`config.mk`:
```
export PLATFORM = sky130hd
export DESIGN_NAME = wb_csr_bridge
export DESIGN_NICKNAME = d
export VERILOG_FILES = /design/src/rtl/wb_csr_bridge_pkg.sv /design/src/rtl/wb_csr_bridge.sv
export SDC_FILE = /design/constraint.sdc
export NUM_CORES = 1
export LEC_CHECK = 0
export BUFFER_PORTS_ARGS = -buffer_cell sky130_fd_sc_hd__buf_2
export CAP_MARGIN = 20
export CORE_AREA = 2 2 91 93
export CTS_CLUSTER_DIAMETER = 40
export CTS_CLUSTER_SIZE = 14
export DETAILED_ROUTE_END_ITERATION = 7
export DIE_AREA = 0 0 93 95
export GPL_TIMING_DRIVEN = 0
export PLACE_DENSITY = 0.75
export SYNTH_ARGS = -nofsm -noshare
export SYNTH_HDL_FRONTEND = slang
export SYNTH_SLANG_ARGS = --single-unit
```
`constraint.sdc`:
```
create_clock -name sys_clk -period 1.6 [get_ports sys_clk]
set_input_delay 0.16 -clock sys_clk [delete_from_list [all_inputs] [get_ports sys_clk]]
set_output_delay 0.16 -clock sys_clk [all_outputs]
set_load 0.03 [all_outputs]
```
`src/rtl/wb_csr_bridge_pkg.sv`:
```
// rtl/wb_csr_bridge_pkg.sv - shared CTI codes and FSM encoding for wb_csr_bridge
package wb_csr_bridge_pkg;

    localparam logic [2:0] CTI_CLASSIC = 3'b000;
    localparam logic [2:0] CTI_INCR    = 3'b010;
    localparam logic [2:0] CTI_END     = 3'b111;

    typedef enum logic [1:0] {
        ST_IDLE      = 2'd0,
        ST_WRITE     = 2'd1,
        ST_READ_WAIT = 2'd2,
        ST_ACK       = 2'd3
    } state_e;

endpackage

```
`src/rtl/wb_csr_bridge.sv`:
```
// rtl/wb_csr_bridge.sv - Wishbone slave to CSR bus bridge with fixed read latency
// Optional incrementing write bursts (one beat per cycle) when WB_CSR_BURST_EN is defined.
module wb_csr_bridge
    import wb_csr_bridge_pkg::*;
#(
    parameter int CSR_AW       = 14,
    parameter int READ_LATENCY = 1
) (
    input  logic              sys_clk,
    input  logic              sys_rst,
    input  logic [31:0]       wb_adr_i,
    input  logic [31:0]       wb_dat_i,
    output logic [31:0]       wb_dat_o,
    input  logic [2:0]        wb_cti_i,
    input  logic [3:0]        wb_sel_i,
    input  logic              wb_we_i,
    input  logic              wb_cyc_i,
    input  logic              wb_stb_i,
    output logic              wb_ack_o,
    output logic [CSR_AW-1:0] csr_a,
    output logic              csr_we,
    output logic [31:0]       csr_do,
    input  logic [31:0]       csr_di
);

    state_e              state_q, state_d;
    logic [2:0]          cnt_q, cnt_d;
    logic                ack_q, ack_d;
    logic [31:0]         dat_q, dat_d;
    logic [CSR_AW-1:0]   a_q, a_d;
    logic                we_q, we_d;
    logic [31:0]         do_q, do_d;
    logic                req;

`ifdef WB_CSR_BURST_EN
    // Set when the beat just accepted announced that another beat follows.
    logic                burst_q, burst_d;
`else
    logic                unused_cti;
    assign unused_cti = ^wb_cti_i;
`endif

    logic unused_adr;
    assign unused_adr = ^{wb_adr_i[31:CSR_AW+2], wb_adr_i[1:0]};

    assign req = wb_cyc_i & wb_stb_i;

    always_comb begin
        state_d = state_q;
        cnt_d   = cnt_q;
        ack_d   = 1'b0;
        we_d    = 1'b0;
        dat_d   = dat_q;
        a_d     = a_q;
        do_d    = do_q;
`ifdef WB_CSR_BURST_EN
        burst_d = burst_q;
`endif
        case (state_q)
            ST_IDLE: begin
                if (req) begin
                    a_d  = wb_adr_i[CSR_AW+1:2];
                    do_d = wb_dat_i;
                    if (wb_we_i) begin
                        ack_d = 1'b1;
                        if (|wb_sel_i) begin
                            we_d    = 1'b1;
                            state_d = ST_WRITE;
                        end else begin
                            state_d = ST_ACK;
                        end
`ifdef WB_CSR_BURST_EN
                        burst_d = (wb_cti_i == CTI_INCR);
`endif
                    end else begin
                        cnt_d   = 3'(READ_LATENCY);
                        state_d = ST_READ_WAIT;
                    end
                end
            end
            ST_WRITE: begin
`ifdef WB_CSR_BURST_EN
                if (burst_q && req && wb_we_i) begin
                    a_d     = wb_adr_i[CSR_AW+1:2];
                    do_d    = wb_dat_i;
                    we_d    = |wb_sel_i;
                    ack_d   = 1'b1;
                    burst_d = (wb_cti_i == CTI_INCR);
                end else begin
                    burst_d = 1'b0;
                    state_d = ST_IDLE;
                end
`else
                state_d = ST_IDLE;
`endif
            end
            ST_READ_WAIT: begin
                cnt_d = cnt_q - 3'd1;
                if (!wb_cyc_i) begin
                    state_d = ST_IDLE;
                end else if (cnt_q == 3'd1) begin
                    dat_d   = csr_di;
                    ack_d   = 1'b1;
                    state_d = ST_ACK;
                end
            end
            ST_ACK: begin
                // Request is not sampled here so a master still holding stb is serviced once.
                state_d = ST_IDLE;
            end
            default: state_d = ST_IDLE;
        endcase
    end

    always_ff @(posedge sys_clk) begin
        if (sys_rst) begin
            state_q <= ST_IDLE;
            cnt_q   <= 3'd0;
            ack_q   <= 1'b0;
            dat_q   <= 32'd0;
            a_q     <= '0;
            we_q    <= 1'b0;
            do_q    <= 32'd0;
`ifdef WB_CSR_BURST_EN
            burst_q <= 1'b0;
`endif
        end else begin
            state_q <= state_d;
            cnt_q   <= cnt_d;
            ack_q   <= ack_d;
            dat_q   <= dat_d;
            a_q     <= a_d;
            we_q    <= we_d;
            do_q    <= do_d;
`ifdef WB_CSR_BURST_EN
            burst_q <= burst_d;
`endif
        end
    end

    assign wb_ack_o = ack_q;
    assign wb_dat_o = dat_q;
    assign csr_a    = a_q;
    assign csr_we   = we_q;
    assign csr_do   = do_q;

endmodule

```
==> reports/qor.csv, run 1 <==
stage,metric,value,unit
route,dr.first_iter.drc_count,57,
route,firstDrtPassIters,4,
route,drt-total-wl,8143,µm
finish,final_cell_mix,"buf_2, nand2_1, dfxtp_1, nand2b_1, a21oi_1",
route,drc,0,
placement,pre_cts_slack,0.2159,ns
clock_tree,cts_root_buf,clkbuf_8,
die,io_pins,188,
clock_tree,clk_pin_slew_worst_paths,0.09,ns
global_routing,gr-usage-met1,20.42,%
outcome,status,"complete, no violations",
logic_synthesis,synth_seq_cells,85,
clock_tree,insertion_delay,0.35,ns
global_routing,use_met2,31.34,%
logic_synthesis,syn_area_per_cell,9.085,µm²
clock_tree,cts_tree,yes,
power,finalPower,4615,µW
run,cap_violations,0,
logic_synthesis,synth.yosys.seq_area_share,49.94,%
finish,drive_gt1_share,35.32,%
worst_setup_path,cp-start-kind,flip-flop,
clock_tree,cts_hold_buf,0,
worst_setup_path,worstPathArrival,1.67,ns
timing,setup_viol,0,
logic_synthesis,synth_area,3407,µm²
route,vias_per_cell,4.671,
global_routing,grt_pass1_vias,2843,
global_routing,grt_pass1_wl,12560,µm
logic_synthesis,yosysWarnings,0,
clock_tree,cts_resized,0,
power,p_leak,0.002082,µW
logic_synthesis,synth_top_area_cell,dfxtp_1,
route,ant_nets,0,
die,die_h,95,µm
global_routing,overflow,0,
die,dieWidth,93,µm
clock_tree,clock_path_buffers,2,
logic_synthesis,syn_nets,485,
placement,dp_hpwl,6198,µm
die,dieArea,8835,µm²
finish,nNetsFinal,661,
power,ir_drop,0.0005078,V
worst_setup_path,crit_path_end_kind,flip-flop,
timing,fmax,0.7159,GHz
logic_synthesis,ys_types,25,
route,wl_per_cell,12.34,µm
worst_setup_path,reg2reg_depth,5,
global_routing,grt_max_degree,15,
worst_setup_path,worstPathRequired,1.87,ns
logic_synthesis,netlist_instances,375,
route,num_vias,3083,
worst_setup_path,crit_path_max_fanout,10,
die,num_rows,33,
global_routing,grt_usage,17.83,%
die,initial_core_util,42.98,%
worst_hold_path,worst_hold_startpoint,wb_dat_i[26],
worst_hold_path,min_to,csr_do[26],
logic_synthesis,synth_top_area_share,49.94,%
worst_setup_path,r2r_end,wb_dat_o[11],
finish,area.growth.synth_to_final,35.29,%
timing,clock-skew-final,0.01237,ns
timing,worstMarginPinSlew,0.5032,ns
clock_tree,htree_levels,3,
timing,hold_viol,0,
global_routing,grt.busiest_layer,met2,
timing,rsz0062_at_grt,false,
timing,fin_crit_sh,87.30,%
global_routing,met3_usage,6.464,%
timing,timing.slew.headroom,66.45,%
global_routing,antenna_found_initial,0,
worst_hold_path,hold_path_class,input pin to flip-flop,
worst_setup_path,r2r_start,state_q[0],
clock_tree,postCtsSetupBuffers,0,
timing,layout_min_cycle_time,1.397,ns
timing,maxSlewViolCount,0,
finish,antenna_cells,0,
logic_synthesis,synthTopCellsByArea,"dfxtp_1, nand2b_1, nand2_1",
timing,tns,0,ns
placement,place_congestion,0.7507,
worst_setup_path,path_class,flip-flop to flip-flop,
clock_tree,clock-sinks,85,
worst_setup_path,ff2ff_setup_slack,0.20,ns
finish,final_common_cell,buf_2,
power,power_density,1001,nW/µm²
worst_hold_path,hold_depth,3,
placement,io_buffers,165,
timing,setup_ws,0.2031,ns
clock_tree,cts_buffers,9,
die,core,7928,µm²
## worst max-delay path by stage
stage / from / endpoint / slack [ns] / depth (start not counted)
after floorplan: cnt_q[0] / cnt_q[1] / 0.34 / 4
after global placement: state_q[0] / wb_dat_o[14] / 0.26 / 5
after detailed placement: state_q[0] / wb_dat_o[21] / 0.22 / 5
after CTS: cnt_q[0] / wb_dat_o[21] / 0.19 / 6
after global routing: cnt_q[1] / wb_dat_o[9] / 0.06 / 7
final: state_q[0] / wb_dat_o[11] / 0.20 / 5
## state kept, by name, indices dropped and copies added, names as in the netlist
| signal | count |
|---|---|
| csr_do | 32 |
| csr_we | 1 |
| wb_dat_o | 32 |
| cnt_q | 3 |
| csr_a | 14 |
| state_q | 2 |
| wb_ack_o | 1 |
## cell type report
| class | count | area, µm² |
|---|---|---|
| plain buffers | 27 | 206.4 |
| clock buffers | 10 | 137.6 |
| clock inverters | 5 | 107.6 |
| fillers | 744 | 3318 |
| inverters | 4 | 15.01 |
| multi-input cells | 259 | 1484 |
| flip-flops and latches | 85 | 1702 |
| well taps | 105 | 131.4 |
| repair buffers | 165 | 825.8 |
## metal layers
metal	part of all wire, %	wire, µm
met1	42	3433
met2	48	3893
met3	9.0	732
met4	1.0	84
met5	0	0
## logic make-up after synthesis
kind of cell    share of synthesized area [%]
buf+inv                                 6.500
compound gates                          8.630
fa+ha+maj                              0.7344
mux                                     9.695
flops                                   49.94
simple gates                            24.50
## cell usage after synthesis (all sizes together)
cell	count
nand2	93
dfxtp	85
nand2b	66
a21oi	48
mux2i	33
buf	15
clkbuf	12
inv	4
nor3	3
o21a	3
ha	2
nor2	2
a31oi	1
and2	1
and4bb	1
nand3b	1
nand4bb	1
o31ai	1
o32ai	1
o41ai	1
or4	1
## power breakdown
part / total, µW / internal [µW] / leakage, µW / switching [µW]
combinational: 556 / 230 / 0.00127 / 326
clock: 1850 / 1080 / 0.000123 / 765
sequential: 2210 / 2180 / 0.000691 / 33.4
total: 4620 / 3490 / 0.00208 / 1120
## critical path, cell delays in order (launching register included)
cell and delay [ns]:
dfxtp_1 0.38, nand2b_1 0.20, nor3_2 0.22, buf_6 0.19, buf_12 0.15, mux2i_1 0.19
## through the flow
stage               util, %  instances  area [µm²]  hold slack [ns]
finish                58.14        660        4609          0.04556
detailed placement    55.05        645        4364           0.4072
global route          58.14        660        4609          0.01708
global placement      55.05        645        4364           0.4002
CTS                   58.14        660        4609          0.03238
floorplan                 -        375        3407           0.2960
(Power assumes the default switching activity.)
==> inputs of run 2 (changes only) <==
ABC_AREA = 1   (was not set)
CORE_AREA = 2 2 90 92   (was 2 2 91 93)
DIE_AREA = 0 0 92 94   (was 0 0 93 95)
==> reports/qor.csv, run 2 <==
stage,metric,value,unit,change
outcome,status,"complete, no violations",,
worst_setup_path,crit_path_max_fanout,10,,unchanged
clock_tree,clock_path_buffers,2,,unchanged
power,power_density,968.1,nW/µm²,-3.3%
logic_synthesis,synth.yosys.seq_area_share,51.55,%,+1.6 points
die,io_pins,188,,unchanged
route,num_vias,3224,,+4.6%
clock_tree,postCtsSetupBuffers,0,,unchanged
timing,hold_viol,0,,unchanged
timing,clock-skew-final,0.007459,ns,-0.004910 ns
worst_setup_path,critPathMaxStageDelay,0.36,ns,-0.02 ns
die,dieArea,8648,µm²,-2.1%
clock_tree,cts_resized,0,,unchanged
die,core,7607,µm²,-4.0%
logic_synthesis,synth_top_area_cell,dfxtp_1,,
finish,fillers,779,,+4.7%
finish,area.growth.synth_to_final,34.08,%,
logic_synthesis,yosysWarnings,0,,unchanged
finish,fin_area,4425,µm²,-4.0%
logic_synthesis,synth_area,3301,µm²,-3.1%
worst_setup_path,cp.buffers_inverters,2,,unchanged
clock_tree,cts_buffers,9,,unchanged
timing,setup_viol,0,,unchanged
power,p_leak,0.002311,µW,+11%
clock_tree,cts_tree,yes,,
timing,worstMarginPinSlew,0.4224,ns,-0.08083 ns
worst_setup_path,cp-start-kind,flip-flop,,
finish,antenna_cells,0,,unchanged
route,drt-total-wl,7919,µm,-2.8%
logic_synthesis,syn_area_per_cell,7.335,µm²,-19%
die,dieWidth,92,µm,-1.1%
power,ir_drop,0.0004412,V,-13%
worst_setup_path,worstPathRequired,1.83,ns,-0.04 ns
die,num_rows,32,,-3.0%
global_routing,overflow,0,,unchanged
logic_synthesis,synth_flop_cell,dfxtp_1,,
worst_setup_path,path_class,flip-flop to flip-flop,,
worst_hold_path,worst_hold_startpoint,wb_dat_i[7],,
worst_setup_path,crit_chain,nor2_2 > nand3_2 > buf_6 > clkbuf_2 > o21ai_0 > nor2_1,,
logic_synthesis,synth_most_common_cell,nor2_1,,
route,wl_per_cell,10.80,µm,-12%
clock_tree,cts_root_buf,clkbuf_8,,
clock_tree,htree_levels,3,,unchanged
clock_tree,cts_hold_buf,0,,unchanged
route,firstDrtPassIters,4,,unchanged
global_routing,grt_max_degree,14,,-1
worst_setup_path,r2r_start,state_q[0],,
logic_synthesis,synth_edf_count,0,,unchanged
clock_tree,clock-sinks,85,,unchanged
timing,whs,0.05875,ns,+0.01319 ns
global_routing,grt_usage,19.23,%,+1.4 points
placement,place_congestion,0.7384,,-1.6%
finish,drive_gt1_share,33.76,%,-1.6 points
timing,fin_crit_sh,85.39,%,-1.9 points
placement,io_buffers,166,,+0.61%
global_routing,antenna_found_initial,0,,unchanged
logic_synthesis,netlist_instances,450,,+20%
clock_tree,insertion_delay,0.34,ns,about the same
finish,final_cell_mix,"buf_2, nor2_1, dfxtp_1, nand2_1, o21ai_0",,
power,finalPower,4284,µW,-7.2%
logic_synthesis,syn_nets,560,,+15%
route,drc,0,,unchanged
finish,nNetsFinal,737,,+11%
die,die_h,94,µm,-1.1%
global_routing,grt_pass1_wl,13610,µm,+8.3%
logic_synthesis,synth_top_area_share,51.55,%,+1.6 points
finish,postLayoutCoreUtil,58.17,%,about the same
worst_setup_path,crit_path_end_kind,flip-flop,,
worst_setup_path,critPathTopFamily,simple AND/OR/NAND/NOR gates,,
logic_synthesis,synth_seq_cells,85,,unchanged
worst_setup_path,crit_start,state_q[0],,
clock_tree,clk_pin_slew_worst_paths,0.08,ns,about the same
timing,fmax,0.7319,GHz,+2.2%
timing,layout_min_cycle_time,1.366,ns,-0.03061 ns
logic_synthesis,ys_types,22,,-12%
route,dr.first_iter.drc_count,100,,+75%
logic_synthesis,async_flop_share,0,%,unchanged
finish,final_common_cell,buf_2,,
route,vias_per_cell,4.398,,-5.8%
worst_setup_path,slowest_stage,dfxtp_1,,
timing,tns,0,ns,unchanged
worst_hold_path,hold_path_class,input pin to flip-flop,,
global_routing,grt_pass1_vias,3149,,+11%
placement,dp_hpwl,6103,µm,-1.5%
timing,rsz0062_at_grt,false,,
logic_synthesis,yosys-top-cells-count,"nor2_1, dfxtp_1, nand2_1",,
timing,maxSlewViolCount,0,,unchanged
worst_setup_path,worstPathArrival,1.60,ns,-0.07 ns
route,ant_nets,0,,unchanged
run,cap_violations,0,,unchanged
placement,placed_cell_area,4259,µm²,-2.4%
logic_synthesis,synthTopCellsByArea,"dfxtp_1, nor2_1, nand2_1",,
die,initial_core_util,43.39,%,+0.41 points
timing,timing.slew.headroom,71.84,%,+5.4 points
run 2: cell count changes after synthesis, moves of 11 or more:
cell      change
a21oi_1      -43
inv_1        +32
mux2i_1      -33
nand2_1      -14
nand2b_1     -66
nor2_1      +150
nor2_2       +11
o21ai_0      +41
run 2: cell families (layout without fill, tap and decap cells):
logic type | Yosys count | in the layout | synth area share (%)
flops | 85 | 85 | 51.55
fa+ha+maj | 2 | 2 | 0.7580
compound gates | 51 | 51 | 7.733
simple gates | 249 | 249 | 30.02
buf+inv | 63 | 244 | 9.932
run 2: metal layers:
| layer | global-route usage, % | vias to the layer above | wire length, µm |
|---|---|---|---|
| met2 | 33.52 | 104 | 3883 |
| met3 | 5.217 | 8 | 604 |
| met1 | 22.78 | 1405 | 3346 |
| met5 | 0 | - | 0 |
| met4 | 6.965 | 0 | 85 |
| li1 | - | 1707 | - |
run 2: area by class of cell:
cell class              instances  area [µm²]  share of cell area, %
inverters                      39       146.4                  3.308
well taps                     102       127.6                  2.884
clock buffers                  11       141.4                  3.195
repair buffers                166       830.8                  18.77
plain buffers                  24       181.4                  4.100
flip-flops and latches         85        1702                  38.45
multi-input cells             302        1271                  28.72
clock inverters                 4       25.02                 0.5655
run 2: path summary, 6_finish.rpt:
kind           endpoint  slack (ns)  cells after the start
min reg2reg    cnt_q[1]        0.48                      2
min           csr_do[7]        0.06                      3
max reg2reg  csr_do[22]        0.23                      6
max          csr_do[22]        0.23                      6
run 2: stage by stage:
stage | worst slack, ns | cells
finish | 0.2337 | 733
global route | 0.06426 | 733
CTS | 0.2222 | 733
detailed placement | 0.2478 | 718
global placement | 0.2534 | 718
floorplan | 0.4286 | 450
run 2: power by group:
part	switching [µW]	internal, µW
Sequential	51.5	2210
Clock	720	594
Combinational	446	258
Total	1220	3070
run 2: worst register-to-register path: stages, from the launching register on:
cell      delay (ns)
dfxtp_1         0.36
nor2_2          0.17
nand3_2         0.14
buf_6           0.17
clkbuf_2        0.17
o21ai_0         0.20
nor2_1          0.06
==> inputs of run 3 (changes only) <==
CTS_CLUSTER_SIZE = not set   (was 14)
clock period = 1.3 ns   (was 1.6 ns; I/O delays follow)
==> reports/qor.csv, run 3 (synthesis gave the netlist of run 2 again) <==
stage,metric,value,unit,change
outcome,status,"complete, no violations",,
finish,nNetsFinal,743,,+0.81%
die,initial_core_util,43.39,%,unchanged
clock_tree,clk_pin_slew_worst_paths,0.08,ns,about the same
route,drt-total-wl,8254,µm,+4.2%
route,dr.first_iter.drc_count,90,,-10%
die,core,7607,µm²,unchanged
placement,pre_cts_slack,-0.05222,ns,-0.3000 ns
power,ir_drop,0.0005448,V,+23%
timing,timing.slew.headroom,68.90,%,-2.9 points
worst_setup_path,critPathMaxStageDelay,0.33,ns,-0.03 ns
timing,layout_min_cycle_time,1.296,ns,-0.07001 ns
timing,rsz0062_at_grt,true,,
global_routing,grt_max_degree,14,,unchanged
finish,postLayoutCoreUtil,60.69,%,+2.5 points
global_routing,grt_usage,19.34,%,+0.10 points
clock_tree,clock-sinks,85,,unchanged
die,dieWidth,92,µm,unchanged
run,cap_violations,0,,unchanged
clock_tree,htree_levels,3,,unchanged
clock_tree,insertion_delay,0.34,ns,about the same
power,internal_power,3804,µW,+24%
power,finalPower,5336,µW,+25%
clock_tree,clock_path_buffers,2,,unchanged
worst_setup_path,critPathTopFamily,buffers and inverters,,
power,power_frac_seq,52.3,%,-0.6 points
finish,layoutNonFillerInstCount,739,,+0.82%
die,die_h,94,µm,unchanged
power,pwr-share-comb,17.3,%,+0.9 points
die,num_rows,32,,unchanged
worst_setup_path,crit_chain,inv_2 > ha_4 > nand2_4 > nor2_4 > buf_8 > clkbuf_16 > nand2_2 > nand2_1 > nor2_1,,
timing,setup_viol,0,,unchanged
timing,worstMarginPinSlew,0.4665,ns,+0.04405 ns
route,wl_per_cell,11.17,µm,+3.4%
clock_tree,cts_buffers,9,,unchanged
power,switching_share,28.71,%,+0.29 points
route,num_vias,3268,,+1.4%
worst_setup_path,worstPathArrival,1.53,ns,-0.07 ns
timing,fmax,0.7715,GHz,+5.4%
worst_setup_path,cp.buffers_inverters,3,,+1
global_routing,overflow,0,,unchanged
placement,place_congestion,0.7384,,unchanged
power,p_leak,0.002399,µW,+3.8%
clock_tree,cts_tree,yes,,
die,io_pins,188,,unchanged
power,p_switching,1532,µW,+26%
timing,fin_crit_sh,99.71,%,+14 points
finish,fillers,749,,-3.9%
finish,final_common_cell,buf_2,,
placement,dp_hpwl,6103,µm,unchanged
finish,drive_gt1_share,38.46,%,+4.7 points
worst_setup_path,cp-start-kind,flip-flop,,
power,power_density,1156,nW/µm²,+19%
placement,dp_cells,718,,unchanged
route,ant_nets,0,,unchanged
worst_setup_path,worstPathRequired,1.53,ns,-0.30 ns
placement,io_buffers,166,,unchanged
global_routing,antenna_found_initial,0,,unchanged
timing,hold_viol,0,,unchanged
clock_tree,cts_root_buf,clkbuf_8,,
worst_setup_path,crit_path_end_kind,flip-flop,,
route,vias_per_cell,4.422,,+0.54%
worst_setup_path,slowest_stage,dfxtp_2,,
power,clkPwrFrac,30.4,%,-0.3 points
global_routing,grt_pass1_wl,13690,µm,+0.56%
finish,final_cell_mix,"buf_2, nor2_1, dfxtp_1, nand2_1, inv_1",,
timing,setup_ws,0.003749,ns,-0.2300 ns
worst_hold_path,hold_path_class,input pin to flip-flop,,
die,dieArea,8648,µm²,unchanged
timing,maxSlewViolCount,0,,unchanged
worst_setup_path,path_class,flip-flop to flip-flop,,
route,firstDrtPassIters,4,,unchanged
timing,tns,0,ns,unchanged
route,drc,0,,unchanged
global_routing,grt_pass1_vias,3179,,+0.95%
worst_setup_path,crit_path_max_fanout,6,,-4
finish,antenna_cells,0,,unchanged
finish,area.growth.synth_to_final,39.88,%,
clock_tree,cts_hold_buf,0,,unchanged
timing,clock-skew-final,0.007306,ns,-0.0001524 ns
## run 3: cell types whose count changed in the layout (fill, tap and decap cells not counted), sizes merged
cell / before / now
buf: 179 / 185
## run 3: timing repair
action,4_1_cts,5_1_grt
pin swaps,1,6
setup buffers,2,2
resized for setup,11,51
endpoints found under the hold margin,0,0
gates cloned,0,2
setup endpoints to repair,46,74
## run 3: per-layer routing
| metal | part of all wire [%] | vias up | routed length, µm | global-route usage, % |
|---|---|---|---|---|
| li1 | - | 1717 | - | - |
| met1 | 41 | 1440 | 3425 | 22.78 |
| met2 | 50 | 102 | 4122 | 33.88 |
| met3 | 7.4 | 9 | 608 | 5.217 |
| met4 | 1.2 | 0 | 97 | 6.965 |
| met5 | 0 | - | 0 | 0 |
## run 3: final cells by class
class / count / area (µm²) / area share, %
inverters: 39 / 146.4 / 3.171
flip-flops and latches: 85 / 1707 / 36.96
plain buffers: 24 / 201.4 / 4.363
multi-input cells: 302 / 1358 / 29.40
repair buffers: 172 / 910.9 / 19.73
well taps: 102 / 127.6 / 2.764
clock buffers: 11 / 141.4 / 3.062
clock inverters: 4 / 25.02 / 0.5420
## run 3: metrics by stage
step                cell area [µm²]  hold slack [ns]
finish                         4617          0.02183
global route                   4617          0.01947
CTS                            4451          0.01104
detailed placement             4259           0.3733
global placement               4259           0.3643
floorplan                      3301           0.1991
## run 3: tightest hold or removal path, cell delays in order
cell     delay [ns]
buf_2          0.08
o21ai_2        0.05
nor2_1         0.07
## run 3: final timing paths
| kind | slack, ns | startpoint | depth (start not counted) | endpoint |
|---|---|---|---|---|
| min | 0.02 | wb_dat_i[25] | 3 | csr_do[25] |
| max reg2reg | 0.004 | cnt_q[1] | 9 | wb_dat_o[20] |
| max | 0.004 | cnt_q[1] | 9 | wb_dat_o[20] |
| min reg2reg | 0.48 | wb_dat_o[19] | 2 | wb_dat_o[19] |
## run 3: power groups by stage
stage	Combinational [µW]	Clock [µW]	Sequential [µW]
finish	922	1620	2790
global route	1030	1790	2810
CTS	886	1670	2790
detailed placement	874	0	2850
global placement	857	0	2840
floorplan	329	0	3070
